--- src/rtl/gpr_write_arbiter.sv ---
`default_nettype none
// ============================================================================
// gpr_write_arbiter: round-robin arbiter that shares the one register-file
// write port among NREQ writeback sources, with a registered output stage.
// Revision: 1.0
// ============================================================================
module gpr_write_arbiter #(
  parameter int NREQ  = 3,
  parameter int PTR_W = 3
) (
  input  logic                clock,
  input  logic                reset,
  input  logic [NREQ-1:0]     req_valid,
  input  logic [5*NREQ-1:0]   req_num,
  input  logic [32*NREQ-1:0]  req_data,
  output logic [NREQ-1:0]     req_ready,
  output logic                reg_write,
  output logic [4:0]          num_write,
  output logic [31:0]         data_write,
  output logic [PTR_W-1:0]    grant_id,
  output logic                busy
);

  localparam int             NSLOT  = 2**PTR_W;
  localparam logic [PTR_W:0] NREQ_W = (PTR_W+1)'(NREQ);
  localparam logic [PTR_W-1:0] LAST = PTR_W'(NREQ-1);

  // Requester fields unpacked into power-of-two arrays so the PTR_W-bit
  // winner index selects without width adaptation; unused slots are idle.
  logic [NSLOT-1:0] valid_pad;
  logic [4:0]       num_arr  [NSLOT];
  logic [31:0]      data_arr [NSLOT];

  for (genvar gi = 0; gi < NSLOT; gi++) begin : g_unpack
    if (gi < NREQ) begin : g_real
      assign valid_pad[gi] = req_valid[gi];
      assign num_arr[gi]   = req_num[5*gi +: 5];
      assign data_arr[gi]  = req_data[32*gi +: 32];
    end else begin : g_pad
      assign valid_pad[gi] = 1'b0;
      assign num_arr[gi]   = 5'd0;
      assign data_arr[gi]  = 32'd0;
    end
  end

  logic [PTR_W-1:0] rr_ptr_q, rr_ptr_d;
  logic             reg_write_q, reg_write_d;
  logic [4:0]       num_write_q, num_write_d;
  logic [31:0]      data_write_q, data_write_d;
  logic [PTR_W-1:0] grant_id_q, grant_id_d;

  logic             win_found;
  logic [PTR_W-1:0] win_idx;
  logic [PTR_W:0]   cand;

  // Circular search starting at the round-robin pointer.
  always_comb begin
    win_found = 1'b0;
    win_idx   = '0;
    cand      = '0;
    for (int k = 0; k < NREQ; k++) begin
      cand = {1'b0, rr_ptr_q} + (PTR_W+1)'(k);
      if (cand >= NREQ_W) cand = cand - NREQ_W;
      if (!win_found && valid_pad[cand[PTR_W-1:0]]) begin
        win_found = 1'b1;
        win_idx   = cand[PTR_W-1:0];
      end
    end
  end

  always_comb begin
    req_ready    = '0;
    rr_ptr_d     = rr_ptr_q;
    reg_write_d  = 1'b0;
    num_write_d  = num_write_q;
    data_write_d = data_write_q;
    grant_id_d   = grant_id_q;
    if (reset) begin
      rr_ptr_d     = '0;
      num_write_d  = 5'd0;
      data_write_d = 32'd0;
      grant_id_d   = '0;
    end else if (win_found) begin
      req_ready    = NREQ'(1) << win_idx;
      // Writes to r0 complete the handshake but never enable the port.
      reg_write_d  = (num_arr[win_idx] != 5'd0);
      num_write_d  = num_arr[win_idx];
      data_write_d = data_arr[win_idx];
      grant_id_d   = win_idx;
      rr_ptr_d     = (win_idx == LAST) ? '0 : win_idx + 1'b1;
    end
  end

  always_ff @(posedge clock) begin
    rr_ptr_q     <= rr_ptr_d;
    reg_write_q  <= reg_write_d;
    num_write_q  <= num_write_d;
    data_write_q <= data_write_d;
    grant_id_q   <= grant_id_d;
  end

  assign reg_write  = reg_write_q;
  assign num_write  = num_write_q;
  assign data_write = data_write_q;
  assign grant_id   = grant_id_q;
  assign busy       = reg_write_q;

endmodule
`default_nettype wire

--- config.mk ---
export PLATFORM = sky130hd
export DESIGN_NAME = gpr_write_arbiter
export DESIGN_NICKNAME = d
export VERILOG_FILES = /design/src/rtl/gpr_write_arbiter.sv
export SDC_FILE = /design/constraint.sdc
export NUM_CORES = 1
export LEC_CHECK = 0
export BUFFER_PORTS_ARGS = -buffer_cell sky130_fd_sc_hd__buf_2
export CORE_UTILIZATION = 44
export DETAILED_ROUTE_END_ITERATION = 7
export PLACE_DENSITY = 0.81
export SYNTH_ARGS = -nofsm -noshare
export SYNTH_HDL_FRONTEND = slang
export SYNTH_SLANG_ARGS = --single-unit
--- constraint.sdc ---
create_clock -name clock -period 4.2 [get_ports clock]
set_input_delay 0 -clock clock [delete_from_list [all_inputs] [get_ports clock]]
set_output_delay 0 -clock clock [all_outputs]
set_load 0.03 [all_outputs]
# Word level (Yosys, flattened, before mapping)
# Cells that the tools add are included.
[totals] register_bits=44 latch_bits=0 ram_bits=0 romBits=0 inputBits=116 out_inout_bits=45 elab_cells=52 n_memories=0
[op_classes] addsub=6 n_mul=0 div=0 order_cmp=7 eq_ne=1 shifts=1 muxes=24 bitwise=2 reduce_logical=6
[op_table] op="32-bit binary-select mux with 3-bit select" n=1
[op_table] op="32-bit 2-to-1 mux" n=2
[op_table] op="3-bit 2-to-1 mux" n=9
[op_table] op="5-bit binary-select mux with 3-bit select" n=1
[op_table] op="3-bit by 4-bit < comparator with 1-bit output, second input constant" n=3
[op_table] op="5-bit 2-to-1 mux" n=2
[op_table] op="1-bit binary-select mux with 3-bit select" n=3
[op_table] op="3-bit by 2-bit subtractor with 3-bit output, second input constant" n=3
[op_table] op="4-bit by 2-bit >= comparator with 1-bit output, second input constant" n=2
[op_table] op="1-bit 2-to-1 mux" n=6
[op_table] op="5-bit nonzero test" n=1
[op_table] op="3-bit by 1-bit adder with 4-bit output, second input constant" n=1
[op_table] op="3-bit by 2-bit adder with 4-bit output, second input constant" n=1
[op_table] op="4-bit >= comparator, second input constant" n=1
[op_table] op="3-bit inverter with 4-bit output" n=1
[op_table] op="3-bit by 1-bit adder with 3-bit output, second input constant" n=1
[op_table] op="3-bit by 2-bit == test with 1-bit output, second input constant" n=1
[op_table] op="3-bit by 2-bit >= comparator with 1-bit output, second input constant" n=1
[op_table] op="1-bit by 3-bit << shifter with 3-bit output, first input constant" n=1
[op_table] op="1-bit logical AND" n=2
[op_table] op="1-bit zero test" n=2
[op_table] op="2-bit OR reduction" n=1
[op_table] op="1-bit inverter" n=1

# Logic depth before layout (Yosys ltp)
# Gate-level depths: netlist of run 1.
[depth] depth_word=16 ltp_mapped=13 depth_no_buf=11

# Least setup slack after synthesis of run 1
# Ideal clock, no wire load.
[synth_path] path_type="flip-flop to output port" start="register rr_ptr_q[0]" end="output req_ready[0]" arrival_ps=3320 required_time_ps=4200 path_slack_ps=880 stages_incl_launch_ff=13 path_buffers=3 path_cell_list="dfxtp_1 -> buf_2 -> inv_1 -> ha_1 -> nand2b_1 -> o32ai_2 -> o31ai_4 -> or3b_1 -> a31o_1 -> and3_4 -> buf_4 -> buf_6 -> nor3_1"
[synth_via] elab_chain_cells=14 elab_cells_between_ends=30 cone_classes="add/sub: 5; order compare: 3; shift: 1; mux: 17; reduce/logical: 4"
[synth_rtl] item="start: declaration" line_no="46" text="logic [PTR_W-1:0] rr_ptr_q, rr_ptr_d;"
[synth_rtl] item="start signal: assignment" line_no="95" text="rr_ptr_q <= rr_ptr_d;"
[synth_rtl] item="branches (longest 12 deep; another with 3-bit by 1-bit adder with 4-bit output)"
[synth_rtl] item="3-bit 2-to-1 mux *" line_no="83" text="end else if (win_found) begin"
[synth_rtl] item="3-bit 2-to-1 mux *" line_no="78" text="if (reset) begin"
[synth_rtl] item="end: declaration" line_no="16" text="output logic [NREQ-1:0] req_ready,"
# Every way passes the cells marked *. The select of a mux whose other input is x is not followed.

# Worst setup path after layout of run 1
[layout_path] start="register rr_ptr_q[0]" end="register reg_write_q (netlist: busy)"
[layout_via] elab_chain_cells=16 elab_cells_between_ends=34 cone_classes="add/sub: 5; order compare: 3; mux: 18; bitwise: 2; reduce/logical: 6"
[layout_rtl] item="branches (longest 16 deep; another with 3-bit by 1-bit adder with 4-bit output)"
[layout_rtl] item="end signal: assignment" line_no="96" text="reg_write_q <= reg_write_d;"
[layout_rtl] item="end: declaration" line_no="47" text="logic reg_write_q, reg_write_d;"
# Several ways; the timed one is not identified. The select of a mux whose other input is x is not followed.
# A chain may end at the register's enable or synchronous reset.

==> results of run 1 <==
Yosys cell counts (2+ instances only):
master	n	area share [%]
a21oi_1	7	1.3
and3_1	2	0.46
inv_1	7	0.96
nand2_1	43	5.9
buf_1	2	0.27
nand2b_1	4	0.91
buf_6	6	2.5
buf_4	5	1.4
nand3_1	5	0.91
and2_1	3	0.69
nor2_1	42	5.8
clkbuf_1	7	0.96
ha_1	8	3.7
a31oi_1	2	0.46
dfxtp_1	44	32
a211oi_1	37	10
nor2b_1	5	1.1
a22o_1	3	0.96
buf_2	8	1.5
mux2i_1	2	0.73
nor3_1	3	0.55
or3_1	2	0.46
a221oi_2	29	16
o32ai_2	2	1.2
a221oi_1	5	1.6
routing by layer:
layer	vias to the layer above	GRT usage (%)	routed length, um
met3	34	5.955	563
met1	1418	28.99	3563
met4	0	15.00	367
met5	-	0	0
li1	1496	-	-
met2	139	45.97	4406
area by class of cell:
type                       count  area [sq um]
fill                         481          1976
multi-input combinational    225          1679
timing repair buffer         198          1179
sequential                    44         880.8
tap                           75         93.84
clock buffer                   6         82.58
clock inverter                 2         38.79
inverter                       7         26.28
layout by cell type, fill, tap and decap left out, drive strengths merged, types with 2 or more instances in the layout:
cell type and instances:
a22o 3, nand2 43, or3 2, a21oi 7, and2 3, nand2b 4, nor3 3, nand3 5
dfxtp 44, buf 166, nor2 42, inv 7, a211oi 37, or3b 2, a31oi 2, o21ai 2
clkbuf 6, dlygate4sd3 32, ha 8, o32ai 2, a221oi 34, nor2b 5, mux2i 3, and3 3
registers in the layout, summed over array words and instances (netlist names):
name	count
data_write	32
num_write	5
grant_id	3
rr_ptr_q	3
busy	1
power by group through the flow:
stage	Clock [uW]	Combinational (uW)	Sequential (uW)
5_1_grt	370	3110	711
6_report	343	2860	693
4_1_cts	354	2870	691
3_3_place_gp	0	2750	692
3_5_place_dp	0	2840	700
2_1_floorplan	0	2040	972
critical path, cell delays in order (launching register included):
cell and delay (ns):
dfxtp_1 0.71, ha_1 0.29, ha_1 0.26, nor2b_1 0.20
o2111a_1 0.29, o31ai_4 0.30, o221ai_1 0.26, a31o_1 0.31
and3_4 0.38, a221oi_1 0.41, and2_1 0.18, a41oi_1 0.11
stage by stage:
step / cell area [sq um] / hold slack (ns) / power, uW / setup slack (ns)
4_1_cts: 3980 / 0.01676 / 3911 / 0.3969
5_1_grt: 3980 / 0.03314 / 4195 / 0.08221
3_3_place_gp: 3538 / 0.2459 / 3446 / 0.5979
3_5_place_dp: 3538 / 0.2555 / 3536 / 0.3845
6_report: 3980 / 0.01725 / 3896 / 0.3471
2_1_floorplan: 2740 / 0.1411 / 3009 / 0.8798
final timing paths:
kind	startpoint	to	slack [ns]
worst max-delay path	rr_ptr_q[0]$_SDFFE_PP0N_	busy$_SDFF_PP0_	0.35
worst min-delay path	req_num[3]	busy$_SDFF_PP0_	0.02
worst max register to register	rr_ptr_q[0]$_SDFFE_PP0N_	busy$_SDFF_PP0_	0.35
worst min register to register	grant_id[1]$_SDFFE_PP0N_	grant_id[1]$_SDFFE_PP0N_	0.47
cells by family (layout without fill, tap and decap cells):
| family | count (synthesis) | count (layout) | share of synthesized area, % |
|---|---|---|---|
| buf+inv | 35 | 213 | 7.489 |
| flops | 44 | 44 | 32.15 |
| fa+ha+maj | 8 | 8 | 3.653 |
| simple gates | 115 | 115 | 18.81 |
| mux | 4 | 4 | 1.963 |
| compound gates | 97 | 97 | 35.62 |
| xor+xnor | 1 | 1 | 0.3197 |
==> flow_summary.toml, run 1 <==
[run_status]
status = "finished, final reports clean"

[clock_tree]
clockBufferDepth = 2
clk_latency_ns = 0.30
clock_sinks = 44
hold_buffers = 32
cts_root_buffer = "clkbuf_8"
cts_tree = "yes"
cts_max_level = 2
cts_inserted_buffers = 5
cts-resized-gates = 0
post-cts-setup-buffers = 0
clk_pin_slew_ns = 0.09

[routing]
first_pass_iters = 4
ant_nets = 0
wl_per_cell_um = 15.98
avgViaCountPerCell = 5.542
drt-initial-drc-count = 107
vias = 3087
drt_wl_total_um = 8899
drc_errors = 0

[die]
die_area_sq_mm = 0.006547
io_pins = 161
core-area_sq_mm = 0.005956
fp.dieW_um = 80.92
chipHeight_um = 80.92
start_util_pct = 46.01
rows = 28

[global_route]
gr-total-overflow = 0
grt_max_degree = 45
grt_pass1_wl_um = 13280
grt_pass1_vias = 2969
track_usage_pct = 26.24
antenna_found_initial = 0

[synth]
synth-main-ff-cell = "dfxtp_1"
yosysUniqueCellTypes = 46
synth_cells = 304
async_flop_share_pct = 0
syn_area_per_cell_sq_um = 9.014
synth_edf_count = 0
synth_area_sq_mm = 0.002740
ys_warn_count = 0
synthesis.nets = 428
yosysSeqAreaShare_pct = 32.15
synth-seq-cells = 44

[setup_path]
endpoint_kind = "flip-flop"
critPathArrivalTime_ns = 4.03
worst_setup_path_start_kind = "flip-flop"
crit_path_max_fanout = 39
path_class = "flip-flop to flip-flop"
reg2reg_depth = 11
cp.required_ns = 4.38

[final_layout]
drive_above_1_share_pct = 44.61
fin_util_pct = 66.83
syn_to_final_growth_pct = 45.25
finalNetCount = 605
final_cells = 557
n_antenna_cell = 0

[timing]
finalClockSkew_ns = 0.01154
rsz0062_at_grt = "false"
relSlewSlack_pct = 43.76
setup_viol = 0
finalCriticalPeriod_ns = 3.853
setup_tns_ns = 0
tightest_slew_ns = 0.8437
max_freq_ghz = 0.2595
hold_violations = 0
slew_viol_final = 0
post-route-period-util_pct = 91.74

[placement]
io_buffers = 160
dpl.hpwl_um = 6111
placed_cells = 517
gp_congestion = 0.8785

[hold_path]
hold_depth = 3
hp-class = "primary input to flip-flop"

[pwr]
p_leak_uw = 0.001884
p_int_uw = 1874
power_density_mw_per_mm2 = 978.8
ir_drop_uv = 591.8
pwr-share-clk_pct = 8.8
netSwitchingPower_uw = 2022
p_seq_share_pct = 17.8
switching_share_pct = 51.89
p_comb_share_pct = 73.4

[flow_run]
cap_violations = 0
Note: power is estimated with default switching activity, not from simulation.
==> inputs of run 2 (changes only) <==
- BUFFER_PORTS_ARGS: -buffer_cell sky130_fd_sc_hd__buf_2 -> default
- CORE_UTILIZATION: 44 -> 63
- DONT_BUFFER_PORTS: default -> 1
- PLACE_DENSITY: 0.81 -> 0.79
- clock period: 4.2 -> 3.8 ns (I/O delays scaled with it)
==> run 2 against run 1 <==
Net effect: cell count shrank 26%; critical endpoint is now data_write[31]$_SDFFE_PP0N_; global-route usage rose by 12 points; via count decreased by 8.0%; largest cell class unchanged; sequential share of layout area increased by 3.0 points; die area down 29%; setup slack worse by 0.23 ns; largest power group unchanged; first-iteration DRC count increased by 130%.
==> flow_summary.toml, run 2 (same netlist as run 1, synthesis figures left out) <==
[final_layout]
final_cells = 410
syn_to_final_growth_pct = 28.13
finalNetCount = 482
seqCellArea_sq_um = 883.3
final_cell_mix = "dlygate4sd3_1, nand2_1, nor2_1, dfxtp_1, a211oi_1"
multi_input_area_sq_mm = 0.001714
fill_cells = 197
final_common_cell = "dlygate4sd3_1"
largest_reg_flops = 32
drive_above_1_share_pct = 19.50

[pwr]
power_density_mw_per_mm2 = 1253
p_leak_uw = 0.001390
power_uw = 4399
ir_drop_uv = 903.5

[clock_tree]
cts_root_buffer = "clkbuf_8"
clock_sinks = 44
clk_latency_ns = 0.29
cts_max_level = 2
cts_tree = "yes"
cts_inserted_buffers = 5
clockBufferDepth = 2
clk_pin_slew_ns = 0.08

[die]
chipHeight_um = 67.95
fp.dieW_um = 67.95
rows = 23
die_area_sq_mm = 0.004617
core-area_sq_mm = 0.004086
io_pins = 161
start_util_pct = 67.05

[hold_path]
hp-class = "primary input to flip-flop"
hold_depth = 2

[run_status]
status = "finished, final reports clean"

[routing]
drt-initial-drc-count = 245
avgViaCountPerCell = 6.929
wl_per_cell_um = 22.60
ant_nets = 0
first_pass_iters = 4
vias = 2841
drt_wl_total_um = 9264
drc_errors = 0

[setup_path]
crit_start = "rr_ptr_q[0]$_SDFFE_PP0N_"
crit_path_max_fanout = 11
r2r_slack_ns = 0.12
reg2reg_depth = 12
r2r_end = "data_write[31]$_SDFFE_PP0N_"
critPathArrivalTime_ns = 3.87
worst_setup_path_start_kind = "flip-flop"
endpoint_kind = "flip-flop"
cp.required_ns = 3.99
crit-reg2reg-launch = "rr_ptr_q[0]$_SDFFE_PP0N_"
path_class = "flip-flop to flip-flop"
cp-endpoint = "data_write[31]$_SDFFE_PP0N_"

[timing]
relSlewSlack_pct = 57.33
max_freq_ghz = 0.2716
post-route-period-util_pct = 96.88
setup_viol = 0
slew_viol_final = 0
setup_tns_ns = 0
hold_violations = 0
finalCriticalPeriod_ns = 3.682
tightest_slew_ns = 0.6392
hold-worst-slack_ns = 0.001086
finalClockSkew_ns = 0.002073

[global_route]
antenna_found_initial = 1
grt_max_degree = 44
grt_pass1_wl_um = 12810
grt_pass1_vias = 2613
track_usage_pct = 37.89
gr-total-overflow = 0

[placement]
io_buffers = 0
placed_cells = 340
gp_congestion = 0.9501
dpl.hpwl_um = 5369

[flow_run]
cap_violations = 0
run 2: layout make-up:
| type | count | share of cell area [%] |
|---|---|---|
| antenna | 1 | 0.07128 |
| clock buffer | 7 | 2.459 |
| clock inverter | 1 | 0.2138 |
| inverter | 7 | 0.7484 |
| multi-input combinational | 225 | 48.82 |
| sequential | 44 | 25.16 |
| tap | 50 | 1.782 |
| timing repair buffer | 75 | 20.74 |
run 2: per-stage QoR:
stage / cell area (sq um) / setup WS, ns / util [%]
floorplan: 2740 / 0.4798 / -
global placement: 2754 / 0.5679 / 67.39
detailed placement: 2754 / 0.4534 / 67.39
CTS: 3418 / 0.01321 / 83.65
global route: 3511 / -0.005995 / 85.92
finish: 3511 / 0.1184 / 85.92
run 2: layer usage:
layer / part of all wire (%) / global-route usage, % / up-vias / wire (um)
met3: 12 / 13.33 / 33 / 1078
met4: 3.1 / 14.84 / 0 / 286
met2: 50 / 65.69 / 224 / 4625
li1: - / - / 1252 / -
met5: 0 / 0 / - / 0
met1: 35 / 41.92 / 1332 / 3274
run 2: worst min-delay path by stage:
stage	from	to
detailed placement	reset	rr_ptr_q[0]$_SDFFE_PP0N_
global route	req_data[48]	data_write[16]$_SDFFE_PP0N_
finish	req_data[39]	data_write[7]$_SDFFE_PP0N_
floorplan	req_data[11]	data_write[11]$_SDFFE_PP0N_
global placement	reset	rr_ptr_q[0]$_SDFFE_PP0N_
CTS	req_data[57]	data_write[25]$_SDFFE_PP0N_
run 2: what timing repair did:
item / CTS / global route
setup buffers: 0 / 2
setup endpoints to repair: 0 / 5
resized for setup: 0 / 9
endpoints found under the hold margin: 44 / 2
hold buffers: 56 / 3
run 2: power breakdown:
| part | leakage (uW) | internal, uW | switching, uW |
|---|---|---|---|
| Clock | 0.0000445 | 148 | 159 |
| Sequential | 0.000366 | 656 | 472 |
| Combinational | 0.000979 | 1250 | 1720 |
run 2: critical path: stages, from the launching register on:
cell and delay (ns):
dfxtp_2 0.37, ha_1 0.23, ha_1 0.21, a211o_1 0.32, mux2i_1 0.18, or3_1 0.33, a32o_2 0.32, a31o_1 0.23
and3_4 0.22, buf_4 0.20, a221oi_2 0.25, a211oi_1 0.12, dlygate4sd3_1 0.57
==> inputs of run 3 (changes only) <==
- clock period: 3.8 -> 4.14 ns (I/O delays scaled with it)
==> run 3 against run 2 <==
Net effect: the flow now finishes with violations (negative hold slack); sequential power fell by 8%; non-clock buffer count down 24; combinational power shrank 16%; clock-buffer cell count is 2 lower; cell count down 6.3%; sequential cell count stayed put; via count fell by 9.0%; critical path type is now flip-flop to primary output; critical endpoint is now req_ready[2].
==> flow_summary.toml, run 3 (same netlist as run 1, synthesis figures left out) <==
[run_status]
status = "complete, but fails checks"
violations = "negative hold slack"

[setup_path]
crit_path_max_fanout = 25
crit_start = "rr_ptr_q[1]$_SDFFE_PP0N_"
cp.required_ns = 4.14
crit-reg2reg-launch = "rr_ptr_q[1]$_SDFFE_PP0N_"
crit_chain = "inv_1 -> ha_1 -> or3b_2 -> nand3_1 -> o21ai_0 -> o221ai_1 -> a31o_1 -> and3_4 -> buf_4 -> inv_1 -> nor2_1"
critPathMostFrequentCell = "inv_1"
slowest_delay_ns = 0.49
cp_top_family = "simple AND/OR/NAND/NOR gates"
path_class = "flip-flop to primary output"
endpoint_kind = "primary output"
worst_setup_path_start_kind = "flip-flop"
path_buf_inv = 3
cp_slowest_cell = "dfxtp_1"
critPathArrivalTime_ns = 3.93

[clock_tree]
cts_root_buffer = "clkbuf_8"
clk_pin_slew_ns = 0.08
clockBufferDepth = 2
clk_latency_ns = 0.29
cts_inserted_buffers = 5
cts_max_level = 2
cts_tree = "yes"
clock_sinks = 44
post-cts-setup-buffers = 0

[die]
chipHeight_um = 67.95
rows = 23
io_pins = 161
die_area_sq_mm = 0.004617
core-area_sq_mm = 0.004086
fp.dieW_um = 67.95
start_util_pct = 67.05

[placement]
dp_slack_ns = 0.4170
post_dp_cell_area_sq_mm = 0.002726
io_buffers = 0
gp_congestion = 0.8551
dpl.hpwl_um = 5201

[final_layout]
fin_util_pct = 79.76
drive_above_1_share_pct = 17.07
final_cell_mix = "nand2_1, dfxtp_1, dlygate4sd3_1"
finalNetCount = 458
final_cell_area_sq_mm = 0.003259
largest_reg_flops = 32
n_antenna_cell = 0
syn_to_final_growth_pct = 18.95
fill_cells = 269

[timing]
post-route-period-util_pct = 94.84
hold_violations = 1
slew_viol_final = 0
tightest_slew_ns = 0.6477
setup_viol = 0
relSlewSlack_pct = 56.73
final.setup.worst_slack_ns = 0.2136
rsz0062_at_grt = "false"
max_freq_ghz = 0.2547
setup_tns_ns = 0
finalClockSkew_ns = 0.004307
finalCriticalPeriod_ns = 3.926
hold-worst-slack_ns = -0.0007939

[hold_path]
hp-class = "primary input to flip-flop"
min-delay-start = "req_data[73]"

[global_route]
grt_max_degree = 44
antenna_found_initial = 0
grt_pass1_wl_um = 11630
gr-total-overflow = 0
track_usage_pct = 33.99
grt_pass1_vias = 2457

[pwr]
p_leak_uw = 0.001254
ir_drop_uv = 851.3
power_density_mw_per_mm2 = 1159

[flow_run]
cap_violations = 0

[routing]
drt_wl_total_um = 8282
vias = 2586
drc_errors = 0
wl_per_cell_um = 21.57
ant_nets = 0
drt-initial-drc-count = 169
first_pass_iters = 4
avgViaCountPerCell = 6.734
-- run 3: changes by cell type in the layout (fill, tap and decap cells not counted), moves of 2 or more --
cell | previous run | this run
buf_12 | 1 | 3
buf_4 | 14 | 5
buf_6 | 2 | 0
dlygate4sd3_1 | 58 | 43
-- run 3: power by group --
group	switching [uW]	internal, uW	total [uW]
logic	1460	1020	2480
registers	442	601	1040
clock network	142	114	256
-- run 3: path summary, 6_finish.rpt --
| path | cells after the start | slack [ns] | to |
|---|---|---|---|
| min reg2reg | 2 | 0.60 | rr_ptr_q[0]$_SDFFE_PP0N_ |
| min | 2 | -0.0008 | data_write[9]$_SDFFE_PP0N_ |
| max reg2reg | 11 | 0.35 | data_write[25]$_SDFFE_PP0N_ |
| max | 11 | 0.21 | req_ready[2] |
-- run 3: layout make-up --
class	instances	area [sq um]	area share (%)
repair buffers	51	528.0	16.20
multi-input cells	225	1679	51.52
inverters	7	26.28	0.8061
flip-flops and latches	44	882.1	27.06
well taps	50	62.56	1.919
clock inverters	2	12.51	0.3839
clock buffers	5	68.82	2.111
-- run 3: layer usage --
layer / GRT usage [%] / wire, um
met5: 0 / 0
met4: 10.68 / 172
met3: 10.50 / 810
met2: 62.13 / 4356
met1: 36.84 / 2942
-- run 3: metrics by stage --
stage / power (uW) / instances
2_1_floorplan: 3052 / 304
3_3_place_gp: 3313 / 333
3_5_place_dp: 3377 / 333
4_1_cts: 3699 / 381
5_1_grt: 4030 / 384
6_report: 3779 / 384
-- run 3: repair_timing --
action / CTS / global route
gates resized for setup: 0 / 1
hold endpoints to repair: 44 / 2
hold buffers: 41 / 3
setup endpoints to repair: 0 / 2
